<file path="src/rtl/bp_pkg.sv">
// Shared constants, state type and counter helper for the branch predictor.
package bp_pkg;

    localparam logic [1:0] SNT = 2'b00;
    localparam logic [1:0] WNT = 2'b01;
    localparam logic [1:0] WT  = 2'b10;
    localparam logic [1:0] ST  = 2'b11;

    typedef enum logic {
        RUN   = 1'b0,
        CLEAR = 1'b1
    } bp_state_e;

    // Two-bit saturating counter step towards the observed outcome.
    function automatic logic [1:0] sat2_next(input logic [1:0] ctr, input logic taken);
        if (taken) begin
            return (ctr == ST) ? ST : ctr + 2'd1;
        end
        return (ctr == SNT) ? SNT : ctr - 2'd1;
    endfunction

endpackage

</file>
<file path="src/rtl/bp_bht.sv">
// Branch history table: 2^IDX_W two-bit counters, two async read ports
// (fetch lookup, resolve lookup) and one synchronous write port.
module bp_bht
    import bp_pkg::*;
#(
    parameter int IDX_W = 4
) (
    input  logic             clk,
    input  logic             rst_n,
    input  logic [IDX_W-1:0] rd_idx,
    output logic [1:0]       rd_ctr,
    input  logic [IDX_W-1:0] upd_idx,
    output logic [1:0]       upd_ctr,
    input  logic             wr_en,
    input  logic [IDX_W-1:0] wr_idx,
    input  logic [1:0]       wr_ctr
);

    localparam int DEPTH = 1 << IDX_W;

    logic [1:0] bht_q [DEPTH];

    generate
        for (genvar gi = 0; gi < DEPTH; gi++) begin : g_entry
            logic [1:0] ent_d;

            always_comb begin
                ent_d = bht_q[gi];
                if (wr_en && (wr_idx == IDX_W'(gi))) begin
                    ent_d = wr_ctr;
                end
            end

            always_ff @(posedge clk or negedge rst_n) begin
                if (!rst_n) begin
                    bht_q[gi] <= WNT;
                end else begin
                    bht_q[gi] <= ent_d;
                end
            end
        end
    endgenerate

    // No write-to-read bypass: same-cycle reads see the old counter.
    assign rd_ctr  = bht_q[rd_idx];
    assign upd_ctr = bht_q[upd_idx];

endmodule

</file>
<file path="src/rtl/branch_predict_ctrl.sv">
// Dynamic 2-bit branch predictor with mispredict flush/redirect,
// table-clear sweep and branch statistics.
module branch_predict_ctrl
    import bp_pkg::*;
#(
    parameter int IDX_W = 4,
    parameter int PC_W  = 32,
    parameter int CNT_W = 16
) (
    input  logic             clk,
    input  logic             rst_n,
    input  logic             pred_en,
    input  logic [PC_W-1:0]  if_pc,
    output logic             pred_taken,
    input  logic             mem_valid,
    input  logic             mem_is_branch,
    input  logic [PC_W-1:0]  mem_pc,
    input  logic [PC_W-1:0]  mem_target,
    input  logic             mem_taken,
    input  logic             mem_pred,
    input  logic             bht_clr,
    output logic             bht_busy,
    output logic             ifidflush,
    output logic             idexflush,
    output logic             exmemflush,
    output logic             redirect_valid,
    output logic [PC_W-1:0]  redirect_pc,
    output logic [CNT_W-1:0] br_cnt,
    output logic [CNT_W-1:0] mis_cnt
);

    bp_state_e        state_q, state_d;
    logic [IDX_W-1:0] clr_ptr_q, clr_ptr_d;
    logic [CNT_W-1:0] br_cnt_q, br_cnt_d;
    logic [CNT_W-1:0] mis_cnt_q, mis_cnt_d;

    logic [IDX_W-1:0] rd_idx, mem_idx, wr_idx;
    logic [1:0]       rd_ctr, upd_ctr, wr_ctr;
    logic             wr_en;
    logic             res, mis;
    logic             unused_pc_bits;

    assign rd_idx  = if_pc[IDX_W+1:2];
    assign mem_idx = mem_pc[IDX_W+1:2];
    assign unused_pc_bits = ^{if_pc[PC_W-1:IDX_W+2], if_pc[1:0]};

    assign res = mem_valid & mem_is_branch;
    assign mis = res & (mem_taken != mem_pred);

    bp_bht #(
        .IDX_W (IDX_W)
    ) u_bht (
        .clk     (clk),
        .rst_n   (rst_n),
        .rd_idx  (rd_idx),
        .rd_ctr  (rd_ctr),
        .upd_idx (mem_idx),
        .upd_ctr (upd_ctr),
        .wr_en   (wr_en),
        .wr_idx  (wr_idx),
        .wr_ctr  (wr_ctr)
    );

    always_comb begin
        state_d   = state_q;
        clr_ptr_d = clr_ptr_q;
        br_cnt_d  = br_cnt_q;
        mis_cnt_d = mis_cnt_q;
        wr_en     = 1'b0;
        wr_idx    = mem_idx;
        wr_ctr    = sat2_next(upd_ctr, mem_taken);

        if (bht_clr) begin
            // A clear request always (re)starts the sweep and drops this cycle's event.
            state_d   = CLEAR;
            clr_ptr_d = '0;
            br_cnt_d  = '0;
            mis_cnt_d = '0;
        end else begin
            if (res && (br_cnt_q != '1)) begin
                br_cnt_d = br_cnt_q + CNT_W'(1);
            end
            if (mis && (mis_cnt_q != '1)) begin
                mis_cnt_d = mis_cnt_q + CNT_W'(1);
            end

            if (state_q == CLEAR) begin
                wr_en     = 1'b1;
                wr_idx    = clr_ptr_q;
                wr_ctr    = WNT;
                clr_ptr_d = clr_ptr_q + IDX_W'(1);
                if (clr_ptr_q == '1) begin
                    state_d = RUN;
                end
            end else if (res) begin
                wr_en = 1'b1;
            end
        end
    end

    always_ff @(posedge clk or negedge rst_n) begin
        if (!rst_n) begin
            state_q   <= RUN;
            clr_ptr_q <= '0;
            br_cnt_q  <= '0;
            mis_cnt_q <= '0;
        end else begin
            state_q   <= state_d;
            clr_ptr_q <= clr_ptr_d;
            br_cnt_q  <= br_cnt_d;
            mis_cnt_q <= mis_cnt_d;
        end
    end

    assign bht_busy   = (state_q == CLEAR);
    assign pred_taken = pred_en & ~bht_busy & rd_ctr[1];

    assign ifidflush      = mis;
    assign idexflush      = mis;
    assign exmemflush     = mis;
    assign redirect_valid = mis;
    assign redirect_pc    = mis ? (mem_taken ? mem_target : mem_pc + PC_W'(4)) : '0;

    assign br_cnt  = br_cnt_q;
    assign mis_cnt = mis_cnt_q;

endmodule

</file>
<file path="config.mk">
export PLATFORM = sky130hd
export DESIGN_NAME = branch_predict_ctrl
export DESIGN_NICKNAME = d
export VERILOG_FILES = /design/src/rtl/bp_pkg.sv /design/src/rtl/bp_bht.sv /design/src/rtl/branch_predict_ctrl.sv
export SDC_FILE = /design/constraint.sdc
export NUM_CORES = 1
export LEC_CHECK = 0
export CAP_MARGIN = 25
export CORE_MARGIN = 2
export CORE_UTILIZATION = 46
export DETAILED_ROUTE_END_ITERATION = 8
export PLACE_DENSITY = 0.8
export RECOVER_POWER = 50
export SLEW_MARGIN = 20
export SYNTH_ARGS = -nofsm -noshare
export SYNTH_HDL_FRONTEND = slang
export SYNTH_SLANG_ARGS = --single-unit
</file>
<file path="constraint.sdc">
create_clock -name clk -period 3 [get_ports clk]
set_input_delay 0.6 -clock clk [delete_from_list [all_inputs] [get_ports clk]]
set_output_delay 0.6 -clock clk [all_outputs]
set_load 0.01 [all_outputs]
</file>
# Word level (Yosys, flattened, before mapping)
# Index checks and enable logic that the tools add are counted.
[totals] register_bits=69
[op_classes] n_addsub=6 magnitude_cmp=2 eq_ne=20 muxes=29 bitwise=7 reduce_logical=23
[ops] operator="16-bit 2-to-1 mux" n=4
[ops] operator="32-bit 2-to-1 mux" n=2
[ops] operator="4-bit equality test, second input constant" n=9
[ops] operator="16-bit by 1-bit adder with 16-bit output, second input constant" n=2
[ops] operator="32-bit by 3-bit adder with 32-bit output, second input constant" n=1
[ops] operator="16-bit != test, second input constant" n=2
[ops] operator="2-bit 2-to-1 mux" n=10
[ops] operator="1-bit logical AND" n=18
[ops] operator="2-bit binary-select mux with 4-bit select" n=2
[ops] operator="4-bit by 3-bit equality test with 1-bit output, second input constant" n=4
[ops] operator="4-bit 2-to-1 mux" n=4
[ops] operator="5-bit >= comparator, second input constant" n=2
[ops] operator="4-bit inverter with 5-bit output" n=2
[ops] operator="4-bit by 2-bit equality test with 1-bit output, second input constant" n=2
[ops] operator="1-bit 2-to-1 mux" n=7
[ops] operator="2-bit nonzero test" n=3
[ops] operator="4-bit by 1-bit adder with 4-bit output, second input constant" n=1
[ops] operator="1-bit AND" n=4
[ops] operator="4-bit by 1-bit equality test with 1-bit output, second input constant" n=1
[ops] operator="4-bit zero test" n=1
[ops] operator="2-bit by 1-bit adder with 2-bit output, second input constant" n=1
[ops] operator="2-bit equality test, second input constant" n=1
[ops] operator="2-bit zero test" n=1
[ops] operator="2-bit by 1-bit subtractor with 2-bit output, second input constant" n=1
[ops] operator="other kinds (2)" n=2

# Logic depth before layout (Yosys ltp)
[logic_depth] word_depth=10 mapped_depth=9 mapped_depth_nobuf=6

# By module
# From an unflattened synthesis, not the netlist that was laid out.
[hier_totals] hier_cells=516 area_unflattened_um2=4867.2
[by_module_without_submodules] module="branch_predict_ctrl" n_inst=1 cells_per_inst=384 area_per_inst_um2=3016.6 seq_area_each_um2=925.9
[by_module_without_submodules] module="bp_bht" n_inst=1 cells_per_inst=132 area_per_inst_um2=1850.5 seq_area_each_um2=820.8

# Worst setup path before layout
# No wires, ideal clock.
[synth_path] kind="input port to output port" start="input port mem_taken" end="output port redirect_pc[21]" arrival_ns=2.185 slack_ns=0.215 stages=9 n_path_buf=4 path_cell_list="clkbuf_1 xnor2_1 or2_2 buf_2 inv_1 clkbuf_1 buf_2 o21ai_0 a21oi_1"
[synth_via] elab_chain_cells=3 elab_cells_between_ends=4
[synth_lines] item="from (decl)" line_no="branch_predict_ctrl.sv:19" rtl="input logic mem_taken,"
[synth_lines] item="1-bit != test" line_no="branch_predict_ctrl.sv:48" rtl="assign mis = res & (mem_taken != mem_pred);"
[synth_lines] item="1-bit AND" line_no="branch_predict_ctrl.sv:48"
[synth_lines] item="named net exmemflush" line_no="branch_predict_ctrl.sv:25" rtl="output logic exmemflush,"
[synth_lines] item="32-bit 2-to-1 mux" line_no="branch_predict_ctrl.sv:122" rtl="assign redirect_pc = mis ? (mem_taken ? mem_target : mem_pc + PC_W'(4)) : '0;"
[synth_lines] item="to (decl)" line_no="branch_predict_ctrl.sv:27" rtl="output logic [PC_W-1:0] redirect_pc,"
# The timed path passes the listed nets, and every way through them passes these cells.

# Worst setup path in the final report
[layout_path] start="input port mem_pc[13]" end="output port redirect_pc[20]"
[layout_via] elab_chain_cells=3
[layout_lines] item="from (decl)" line_no="branch_predict_ctrl.sv:17" rtl="input logic [PC_W-1:0] mem_pc,"
[layout_lines] item="32-bit by 3-bit adder with 32-bit output" line_no="branch_predict_ctrl.sv:122"
[layout_lines] item="32-bit 2-to-1 mux (2 in series)" line_no="branch_predict_ctrl.sv:122"
# Every way passes these cells.

==> results.py <==
metrics = {
    "power_and_ir_drop": {
        "powerDensity_nw_per_um2": 402,
        "max-vdd-ir-drop_v": 0.000273,
        "p_leak_nw": 3.34,
    },
    "cells_and_area": {
        "finalNonFillerCells": 907,
        "diodes": 0,
        "finish.utilization_pct": 69.6,
        "drive_gt1_share_pct": 24.4,
        "nNetsFinal": 870,
        "layout_commonest_cell": "nor2_1",
        "multi_input_area_um2": 3200,
        "filler_cell_count": 810,
        "area_growth_pct": 49.3,
        "fin_area_um2": 7470,
        "layout_common_cells": "nor2_1 (71), clkdlybuf4s50_1 (68), buf_4 (67)",
        "seqCellArea_um2": 1750,
    },
    "sta": {
        "finalClockSkew_ps": 7.49,
        "tightest_slew_ps": 1710,
        "hold-worst-slack_ps": 503,
        "drv_slew": 108,
        "fin_crit_sh_pct": 98.6,
        "setup_violations": 0,
        "slew_headroom_pct": -14.2,
        "finalHoldViolCount": 0,
        "finalCriticalPeriod_ps": 2960,
        "max_freq_mhz": 338,
    },
    "drt": {
        "ant_nets": 0,
        "vias_per_cell": 5.72,
        "vias": 5185,
        "drc": 0,
        "dr.pass1.iters": 5,
        "dr.first_iter.drc_count": 336,
        "avgRoutedWirePerCell_um": 17.9,
        "drt-total-wl_um": 16200,
    },
    "placed_design": {
        "post-place-cells": 883,
        "dpl-instance-area_um2": 7010,
        "place_congestion": 0.939,
        "dpl.hpwl_um": 11600,
        "place.port_buffers": 145,
    },
    "logic_synthesis": {
        "synth.area.top_cells": "dfrtp_1 (26%), dfstp_2 (8.4%), xnor2_1 (5.8%), nor2_1 (5.4%), mux4_2 (4.5%)",
        "async_flop_share_pct": 100,
        "syn_inst": 566,
        "synth_largest_area_cell": "dfrtp_1",
        "synth-compound-area-share_pct": 16.0,
        "ys_ff_latch": 69,
        "ys.flop_type": "dfrtp_1",
        "synth_top_area_share_pct": 26.5,
        "synth_fa_ha_area_share_pct": 1.45,
        "synth_area_um2": 5010,
        "synth.distinct_cells": 55,
        "yosys.area_share.simple_pct": 23.5,
        "synth_xor_xnor_area_share_pct": 10.1,
        "synth_nets": 674,
        "yosysSeqAreaShare_pct": 34.9,
        "synth_mux_area_share_pct": 8.30,
        "synth_warnings": 0,
        "synth-edff-count": 0,
        "synth.avg_cell_area_um2": 8.85,
        "synth_top_family_by_area": "simple AND/OR/NAND/NOR gates",
    },
    "setup_path": {
        "crit_type": "input pin to output port",
        "path_max_fanout": 3,
        "endpoint_kind": "output port",
        "start_kind": "input pin",
        "setup.worst_path.start": "mem_pc[13]",
        "cp_data_required_time_ps": 2400,
        "cp.arrival_ps": 2360,
        "ff2ff_path_depth": 6,
        "r2r_start": "br_cnt[0]$_DFFE_PN0P_",
        "r2r_setup_slack_ps": 680,
    },
    "global_routing": {
        "grt_pass1_vias": 5178,
        "grt_usage_pct": 28.0,
        "grt_pass1_wl_um": 25600,
        "antenna_found_initial": 0,
        "gr-total-overflow": 0,
        "grt_max_degree": 70,
    },
    "floorplan": {
        "io_pins": 174,
        "start_util_pct": 46.6,
        "dieArea_um2": 11700,
        "die_w_um": 108,
        "die_y_um": 108,
        "core_um2": 10700,
        "num_rows": 38,
    },
    "run": {
        "drv_cap": 2,
    },
    "min_path": {
        "holdPathStages": 2,
        "hp-start": "u_bht.bht_q[28]$_DFFE_PN1P_",
        "hold_path.class": "flip-flop to flip-flop",
    },
    "cts": {
        "clk_pin_slew_worst_paths_ps": 70,
        "h-tree-depth": 3,
        "cts_tree": "done",
        "cts_buffers": 9,
        "clock-sinks": 69,
        "cts_buffer_depth": 2,
        "clock_latency_ps": 360,
        "cts-root-buf": "clkbuf_8",
    },
    "status": {
        "outcome": "finished with violations",
        "violations": "capacitance limit, slew limit",
    },
}
## registers in the layout (all words and copies together), names as in the netlist
signal,flops
bht_busy,1
br_cnt,16
u_bht.bht_q,32
mis_cnt,16
clr_ptr_q,4
## layout make-up
cell class              instances  area share (%)
clock inverters                 3           0.904
flip-flops and latches         69            23.4
clock buffers                  13            2.13
well taps                     140            2.34
repair buffers                224            27.3
multi-input cells             435            42.8
inverters                      23            1.19
## worst max-delay path, stage by stage
cell,delay (ps)
clkdlybuf4s50_1,510
and2_4,200
nand4_4,140
buf_6,160
nor4_4,270
xnor2_1,130
a21oi_2,180
buf_2,150
## worst paths after layout
path / endpoint
max reg2reg: br_cnt[1]$_DFFE_PN0P_
min: u_bht.bht_q[28]$_DFFE_PN1P_
min in group asynchronous: mis_cnt[8]$_DFFE_PN0P_
min reg2reg: u_bht.bht_q[28]$_DFFE_PN1P_
max in group asynchronous: u_bht.bht_q[29]$_DFFE_PN0P_
max: redirect_pc[20]
## stage by stage
stage / TNS, ps / power (mW) / worst slack (ps)
after global placement: -11060 / 2.10 / -561
after global routing: -49.4 / 3.15 / -33.4
after CTS: -294 / 3.02 / -65.1
final: 0 / 3.00 / 43.3
after detailed placement: -11930 / 2.14 / -582
after floorplan: 0 / 1.75 / 215
## report_power, final
part,internal (mW),total [mW],switching [mW]
logic,0.473,0.888,0.415
clock network,0.515,0.876,0.361
registers,1.13,1.24,0.108
total,2.12,3.00,0.883
## cells by family after synthesis
logic type,Yosys count
and+or+nand+nor,236
AOI/OAI and AO/OA,111
DFF,69
buffers and inverters,62
xor gates and xnor gates,58
muxes,24
adders and majority gates,6
## Yosys cell counts, types with 10 or more instances
| library cell | number |
|---|---|
| nor2_1 | 72 |
| dfrtp_1 | 53 |
| nand2_1 | 45 |
| xnor2_1 | 33 |
| a21oi_1 | 30 |
| nor3_1 | 28 |
| o21ai_0 | 25 |
| xor2_1 | 25 |
| inv_1 | 23 |
| clkbuf_1 | 21 |
| nand3_1 | 18 |
| nand4_1 | 17 |
| dfstp_2 | 16 |
| o22ai_1 | 12 |
| a31oi_1 | 10 |
| mux2i_1 | 10 |
| mux4_2 | 10 |
## routing by layer
metal	up-vias	track usage, %	wire length [µm]
li1	2435	-	-
met3	39	6.39	1230
met1	2498	32.4	6310
met5	-	0	0
met4	0	13.3	548
met2	213	48.9	8140
## what timing repair did
action,CTS,global route
endpoints found under the setup margin,37,22
pin swaps,24,13
setup buffers,7,1
gates resized for setup,136,31
hold buffers,0,0
No activity file was read; power rests on OpenSTA's default activity.
